[src/rtl/stack_link_seq_if.sv]
// Handshake and control-strobe bundle between the main control unit and the
// PUSH/POP/JAL sequencer.
//
// Signals:
//   start       request pulse from the control unit
//   op          operation code (00 PUSH, 01 POP, 10 JAL, 11 illegal)
//   busy        sequencer is working on an operation
//   done        one-cycle completion pulse
//   illegal     one-cycle pulse alongside done for op 11
//   regdst_sel  write-destination mux select (0 rt, 1 rd, 2 alt, 3 $sp, 4 $ra)
//   wb_sel      write-back source (0 ALU, 1 MEM, 2 PC)
//   reg_write, mem_read, mem_write, sp_dec, sp_inc, pc_write  datapath strobes
//
// Modports: master = control unit side, slave = sequencer side.
interface stack_link_seq_if;
   logic       start;
   logic [1:0] op;
   logic       busy;
   logic       done;
   logic       illegal;
   logic [2:0] regdst_sel;
   logic [1:0] wb_sel;
   logic       reg_write;
   logic       mem_read;
   logic       mem_write;
   logic       sp_dec;
   logic       sp_inc;
   logic       pc_write;

   modport master (
      output start, op,
      input  busy, done, illegal, regdst_sel, wb_sel,
      input  reg_write, mem_read, mem_write, sp_dec, sp_inc, pc_write
   );

   modport slave (
      input  start, op,
      output busy, done, illegal, regdst_sel, wb_sel,
      output reg_write, mem_read, mem_write, sp_dec, sp_inc, pc_write
   );
endinterface

[src/rtl/stack_link_seq.sv]
// Multicycle Moore sequencer for the register-file operations that target
// fixed registers: PUSH, POP and JAL. The main control unit hands over one
// operation per start pulse and waits for done.
//
// Ports:
//   clk    system clock, rising edge
//   reset  asynchronous, active-high reset
//   bus    stack_link_seq_if.slave: start/op in, busy/done/illegal and the
//          datapath selects/strobes out
//
// Parameters:
//   MEM_WAIT  cycles mem_read is held before read data is valid (1..15)
//   CNT_W     width of the wait counter; 2**CNT_W must exceed MEM_WAIT
module stack_link_seq #(
   parameter int MEM_WAIT = 2,
   parameter int CNT_W    = 4
) (
   input logic            clk,
   input logic            reset,
   stack_link_seq_if.slave bus
);

   typedef enum logic [3:0] {
      IDLE     = 4'd0,
      PUSH_DEC = 4'd1,
      PUSH_MEM = 4'd2,
      POP_READ = 4'd3,
      POP_WB   = 4'd4,
      POP_INC  = 4'd5,
      JAL_LINK = 4'd6,
      JAL_JUMP = 4'd7,
      DONE_ST  = 4'd8
   } state_t;

   localparam logic [CNT_W-1:0] WAIT_LAST = CNT_W'(MEM_WAIT - 1);

   state_t           state;
   state_t           state_next;
   logic [CNT_W-1:0] wait_cnt;
   logic [1:0]       op_q;

   // State register, plus the two pieces of context the states need: the
   // memory-wait counter used only in POP_READ, and the op latched at accept.
   always_ff @(posedge clk or posedge reset) begin
      if (reset) begin
         state    <= IDLE;
         wait_cnt <= '0;
         op_q     <= 2'b00;
      end else begin
         state <= state_next;
         if (state == POP_READ) begin
            if (wait_cnt == WAIT_LAST) begin
               wait_cnt <= '0;
            end else begin
               wait_cnt <= wait_cnt + CNT_W'(1);
            end
         end else begin
            wait_cnt <= '0;
         end
         if ((state == IDLE) && bus.start) begin
            op_q <= bus.op;
         end
      end
   end

   // Next-state logic. Start and op only matter in IDLE, so anything the
   // control unit does while busy is ignored. Illegal ops jump straight to
   // DONE so no strobe is ever raised for them.
   always_comb begin
      state_next = IDLE;
      case (state)
         IDLE: begin
            if (bus.start) begin
               case (bus.op)
                  2'b00:   state_next = PUSH_DEC;
                  2'b01:   state_next = POP_READ;
                  2'b10:   state_next = JAL_LINK;
                  default: state_next = DONE_ST;
               endcase
            end else begin
               state_next = IDLE;
            end
         end
         PUSH_DEC: state_next = PUSH_MEM;
         PUSH_MEM: state_next = DONE_ST;
         POP_READ: state_next = (wait_cnt == WAIT_LAST) ? POP_WB : POP_READ;
         POP_WB:   state_next = POP_INC;
         POP_INC:  state_next = DONE_ST;
         JAL_LINK: state_next = JAL_JUMP;
         JAL_JUMP: state_next = DONE_ST;
         DONE_ST:  state_next = IDLE;
         default:  state_next = IDLE;
      endcase
   end

   // Output decode from the current state only. Everything defaults to 0,
   // which also covers IDLE and any unreachable encoding.
   always_comb begin
      bus.busy       = 1'b0;
      bus.done       = 1'b0;
      bus.illegal    = 1'b0;
      bus.regdst_sel = 3'd0;
      bus.wb_sel     = 2'd0;
      bus.reg_write  = 1'b0;
      bus.mem_read   = 1'b0;
      bus.mem_write  = 1'b0;
      bus.sp_dec     = 1'b0;
      bus.sp_inc     = 1'b0;
      bus.pc_write   = 1'b0;
      case (state)
         PUSH_DEC: begin
            bus.busy       = 1'b1;
            bus.sp_dec     = 1'b1;
            bus.regdst_sel = 3'd3;
            bus.reg_write  = 1'b1;
         end
         PUSH_MEM: begin
            bus.busy      = 1'b1;
            bus.mem_write = 1'b1;
         end
         POP_READ: begin
            bus.busy     = 1'b1;
            bus.mem_read = 1'b1;
         end
         POP_WB: begin
            bus.busy      = 1'b1;
            bus.wb_sel    = 2'd1;
            bus.reg_write = 1'b1;
         end
         POP_INC: begin
            bus.busy       = 1'b1;
            bus.sp_inc     = 1'b1;
            bus.regdst_sel = 3'd3;
            bus.reg_write  = 1'b1;
         end
         JAL_LINK: begin
            bus.busy       = 1'b1;
            bus.regdst_sel = 3'd4;
            bus.wb_sel     = 2'd2;
            bus.reg_write  = 1'b1;
         end
         JAL_JUMP: begin
            bus.busy     = 1'b1;
            bus.pc_write = 1'b1;
         end
         DONE_ST: begin
            bus.busy    = 1'b1;
            bus.done    = 1'b1;
            bus.illegal = (op_q == 2'b11);
         end
         default: begin
            bus.busy = 1'b0;
         end
      endcase
   end

endmodule
[src/flat_wrapper.sv]
// flat-port wrapper written by rule: the top's interface ports become plain ports
module stack_link_seq_flat 
#(
   parameter int MEM_WAIT = 2,
   parameter int CNT_W    = 4
)
  (clk, reset, bus_start, bus_op, bus_busy, bus_done, bus_illegal, bus_regdst_sel, bus_wb_sel, bus_reg_write, bus_mem_read, bus_mem_write, bus_sp_dec, bus_sp_inc, bus_pc_write);
  stack_link_seq_if bus_i ();
  input logic clk;
  input logic reset;
  input wire logic [$bits(bus_i.start)-1:0] bus_start;
  input wire logic [$bits(bus_i.op)-1:0] bus_op;
  output wire logic [$bits(bus_i.busy)-1:0] bus_busy;
  output wire logic [$bits(bus_i.done)-1:0] bus_done;
  output wire logic [$bits(bus_i.illegal)-1:0] bus_illegal;
  output wire logic [$bits(bus_i.regdst_sel)-1:0] bus_regdst_sel;
  output wire logic [$bits(bus_i.wb_sel)-1:0] bus_wb_sel;
  output wire logic [$bits(bus_i.reg_write)-1:0] bus_reg_write;
  output wire logic [$bits(bus_i.mem_read)-1:0] bus_mem_read;
  output wire logic [$bits(bus_i.mem_write)-1:0] bus_mem_write;
  output wire logic [$bits(bus_i.sp_dec)-1:0] bus_sp_dec;
  output wire logic [$bits(bus_i.sp_inc)-1:0] bus_sp_inc;
  output wire logic [$bits(bus_i.pc_write)-1:0] bus_pc_write;
  assign bus_i.start = bus_start;
  assign bus_i.op = bus_op;
  assign bus_busy = bus_i.busy;
  assign bus_done = bus_i.done;
  assign bus_illegal = bus_i.illegal;
  assign bus_regdst_sel = bus_i.regdst_sel;
  assign bus_wb_sel = bus_i.wb_sel;
  assign bus_reg_write = bus_i.reg_write;
  assign bus_mem_read = bus_i.mem_read;
  assign bus_mem_write = bus_i.mem_write;
  assign bus_sp_dec = bus_i.sp_dec;
  assign bus_sp_inc = bus_i.sp_inc;
  assign bus_pc_write = bus_i.pc_write;
  stack_link_seq #(.MEM_WAIT(MEM_WAIT), .CNT_W(CNT_W)) u_core (.clk(clk), .reset(reset), .bus(bus_i));
endmodule
[config.mk]
export PLATFORM = sky130hd
export DESIGN_NAME = stack_link_seq_flat
export DESIGN_NICKNAME = d
export VERILOG_FILES = /design/src/rtl/stack_link_seq_if.sv /design/src/rtl/stack_link_seq.sv /design/src/flat_wrapper.sv
export SDC_FILE = /design/constraint.sdc
export NUM_CORES = 1
export LEC_CHECK = 0
export ABC_CLOCK_PERIOD_IN_PS = 2080
export BUFFER_PORTS_ARGS = -buffer_cell sky130_fd_sc_hd__buf_2
export CAP_MARGIN = 20
export CELL_PAD_IN_SITES_DETAIL_PLACEMENT = 0
export CELL_PAD_IN_SITES_GLOBAL_PLACEMENT = 1
export CORE_MARGIN = 2
export CORE_UTILIZATION = 35
export DETAILED_ROUTE_END_ITERATION = 16
export PLACE_DENSITY = 0.75
export SLEW_MARGIN = 5
export SYNTH_ARGS = -nofsm -noshare
export SYNTH_HDL_FRONTEND = slang
export SYNTH_SLANG_ARGS = --single-unit
[constraint.sdc]
create_clock -name clk -period 2.08 [get_ports clk]
set_clock_uncertainty 0.05 [all_clocks]
set_input_delay 0.312 -clock clk [delete_from_list [all_inputs] [get_ports clk]]
set_output_delay 0.312 -clock clk [all_outputs]
set_load 0.005 [all_outputs]
==> results.sh <==
export IMPL_status="completed"
export IMPL_synth_xor_area_share=0.0408
export IMPL_synth_mux_area_frac=0.0350
export IMPL_end_kind="output pin"
export IMPL_p_leak_nw=0.406
export IMPL_synth_async_reset_ratio=1.00
export IMPL_fp_coreArea_mm2=0.00173
export IMPL_worst_slew_pin_slew_ns=0.387
export IMPL_final_common_cell="buf_2"
export IMPL_hold_buffers=1
export IMPL_syn_area_um2=644
export IMPL_synth_fa_ha_area_frac=0.117
export IMPL_synth_ff_type="dfrtp_1"
export IMPL_critPathArrivalTime_ns=1.54
export IMPL_pin_count=19
export IMPL_multiInputGateArea_um2=343
export IMPL_wl_um=1230
export IMPL_initial_utilization=0.373
export IMPL_grt_usage=0.140
export IMPL_cts_clk_slew_worst_paths_ns=0.07
export IMPL_hold_slack_ns=0.284
export IMPL_synth_edff_count=0
export IMPL_synth_seq_area_share=0.388
export IMPL_required_ns=1.72
export IMPL_syn_to_final_growth_pct=19.4
export IMPL_drv_cap=0
export IMPL_ys_types=24
export IMPL_clock_latency_ns=0.26
export IMPL_cts_buffers=3
export IMPL_ctsRootBufferMaster="clkbuf_4"
export IMPL_final_cell_mix="18 x buf_2, 10 x nor2_1, 10 x dfrtp_1"
export IMPL_die_area_mm2=0.00220
export IMPL_synth_compound_area_frac=0.0874
export IMPL_detail_route_wl_per_cell_um=11.1
export IMPL_firstDrtPassIters=4
export IMPL_path_class="reg -> out"
export IMPL_port_buffers=18
export IMPL_dieWidth_um=46.9
export IMPL_cts_tree="built"
export IMPL_setup_viol=0
export IMPL_start_kind="flip-flop"
export IMPL_row_count=15
export IMPL_finalHoldViolations=0
export IMPL_crit_fanout=13
export IMPL_relSlewSlack=0.742
export IMPL_via_count=545
export IMPL_regArea_um2=250
export IMPL_die_h_um=46.9
export IMPL_fin_crit_ns=1.91
export IMPL_nNetsFinal=99
export IMPL_grt_ovfl_total=0
export IMPL_postRouteAntennaNets=0
export IMPL_syn_avg_cell_area_um2=9.34
export IMPL_clock_path_buffers=2
export IMPL_hold_path_class="in -> reg"
export IMPL_fillers=190
export IMPL_drv_slew=0
export IMPL_ctsResizeCount=0
export IMPL_antenna_found_initial=0
export IMPL_place_hpwl_um=953
export IMPL_final_setup_tns_ns=0
export IMPL_viasPerCell=4.91
export IMPL_power_density_mw_per_mm2=1060
export IMPL_synth_seq_cells=10
export IMPL_drive_above_1_share=0.302
export IMPL_timing_final_crit_share=0.916
export IMPL_place_gp_congestion=0.739
export IMPL_yosys_warnings=0
export IMPL_synth_top_family_by_area="simple AND/OR/NAND/NOR gates"
export IMPL_syn_num_nets=80
export IMPL_rsz0062_at_grt="false"
export IMPL_post_cts_setup_buffers=0
export IMPL_cts_max_level=1
export IMPL_synth_simple_gate_area_share=0.252
export IMPL_cts_sinks=10
export IMPL_antenna_cells=0
export IMPL_drc=0
export IMPL_grt_start_max_net_pins=14
export IMPL_grt_pass1_wl_um=2150
export IMPL_peakVddDrop_v=0.000523
export IMPL_fmaxAchievable_ghz=0.525
export IMPL_drt_iter0_drc=14
export IMPL_synthCells=69
export IMPL_grt_pass1_vias=491
==> kinds of logic after synthesis <==
kind of cell    after synthesis
compound gates                7
xor+xnor                      3
fa+ha+maj                     6
buf+inv                      11
flops                        10
mux                           2
simple gates                 30
==> layer usage <==
layer	track usage	wire, um	vias up
li1	-	-	270
met1	0.185	600	252
met2	0.225	544	19
met3	0.0346	69	4
met4	0.0500	17	0
met5	0	0	-
==> registers in the layout (all words and copies together) (netlist names) <==
signal,count
u_core.state,4
u_core.op_q,2
u_core.wait_cnt,4
==> area by class of cell <==
type,instances,share of cell area
timing repair buffer,19,0.130
clock buffer,3,0.0293
multi-input combinational,48,0.446
sequential,10,0.325
tap,25,0.0407
inverter,6,0.0293
==> power by group <==
| part | total (mW) | internal (mW) | switching [mW] | leakage (nW) |
|---|---|---|---|---|
| combinational | 0.350 | 0.187 | 0.163 | 0.260 |
| clock | 0.130 | 0.0667 | 0.0634 | 0.0138 |
| sequential | 0.332 | 0.248 | 0.0842 | 0.132 |
==> cells in the mapped netlist, types with 3 or more instances <==
cell type  count  area share
nand2b_1       4       0.039
nor2_1        10       0.058
xnor2_1        3       0.041
inv_1          6       0.035
nor3_1         4       0.031
dfrtp_1       10        0.39
ha_1           6        0.12
==> worst paths after layout <==
path	slack, ns	from	end	cells after the start
worst max-delay path	0.17	u_core.state[0]	bus_illegal	4
worst min-delay path	0.28	bus_op[1]	u_core.op_q[1]	2
worst max register to register	0.53	u_core.wait_cnt[1]	u_core.state[2]	5
worst min register to register	0.45	u_core.wait_cnt[0]	u_core.wait_cnt[0]	1
max in group asynchronous	1.19	reset	u_core.wait_cnt[3]	3
min in group asynchronous	0.51	reset	u_core.op_q[1]	3
==> worst max-delay path: stages, from the launching register on <==
cell and delay (ns):
dfrtp_1 0.51, nor3_1 0.30, and2_1 0.21, and3_1 0.16, buf_2 0.10
==> metrics by stage <==
stage                     setup WS, ns  instances  power (mW)  cell area [um^2]   util
final                            0.175        111       0.812               769  0.446
after global routing            0.0501        111       0.898               769  0.446
after CTS                        0.166        111       0.823               769  0.446
after detailed placement         0.464        107       0.689               737  0.427
after global placement           0.463        107       0.686               737  0.427
after floorplan                  0.576         69       0.585               644      -
Power figures use the tool's default switching activity.
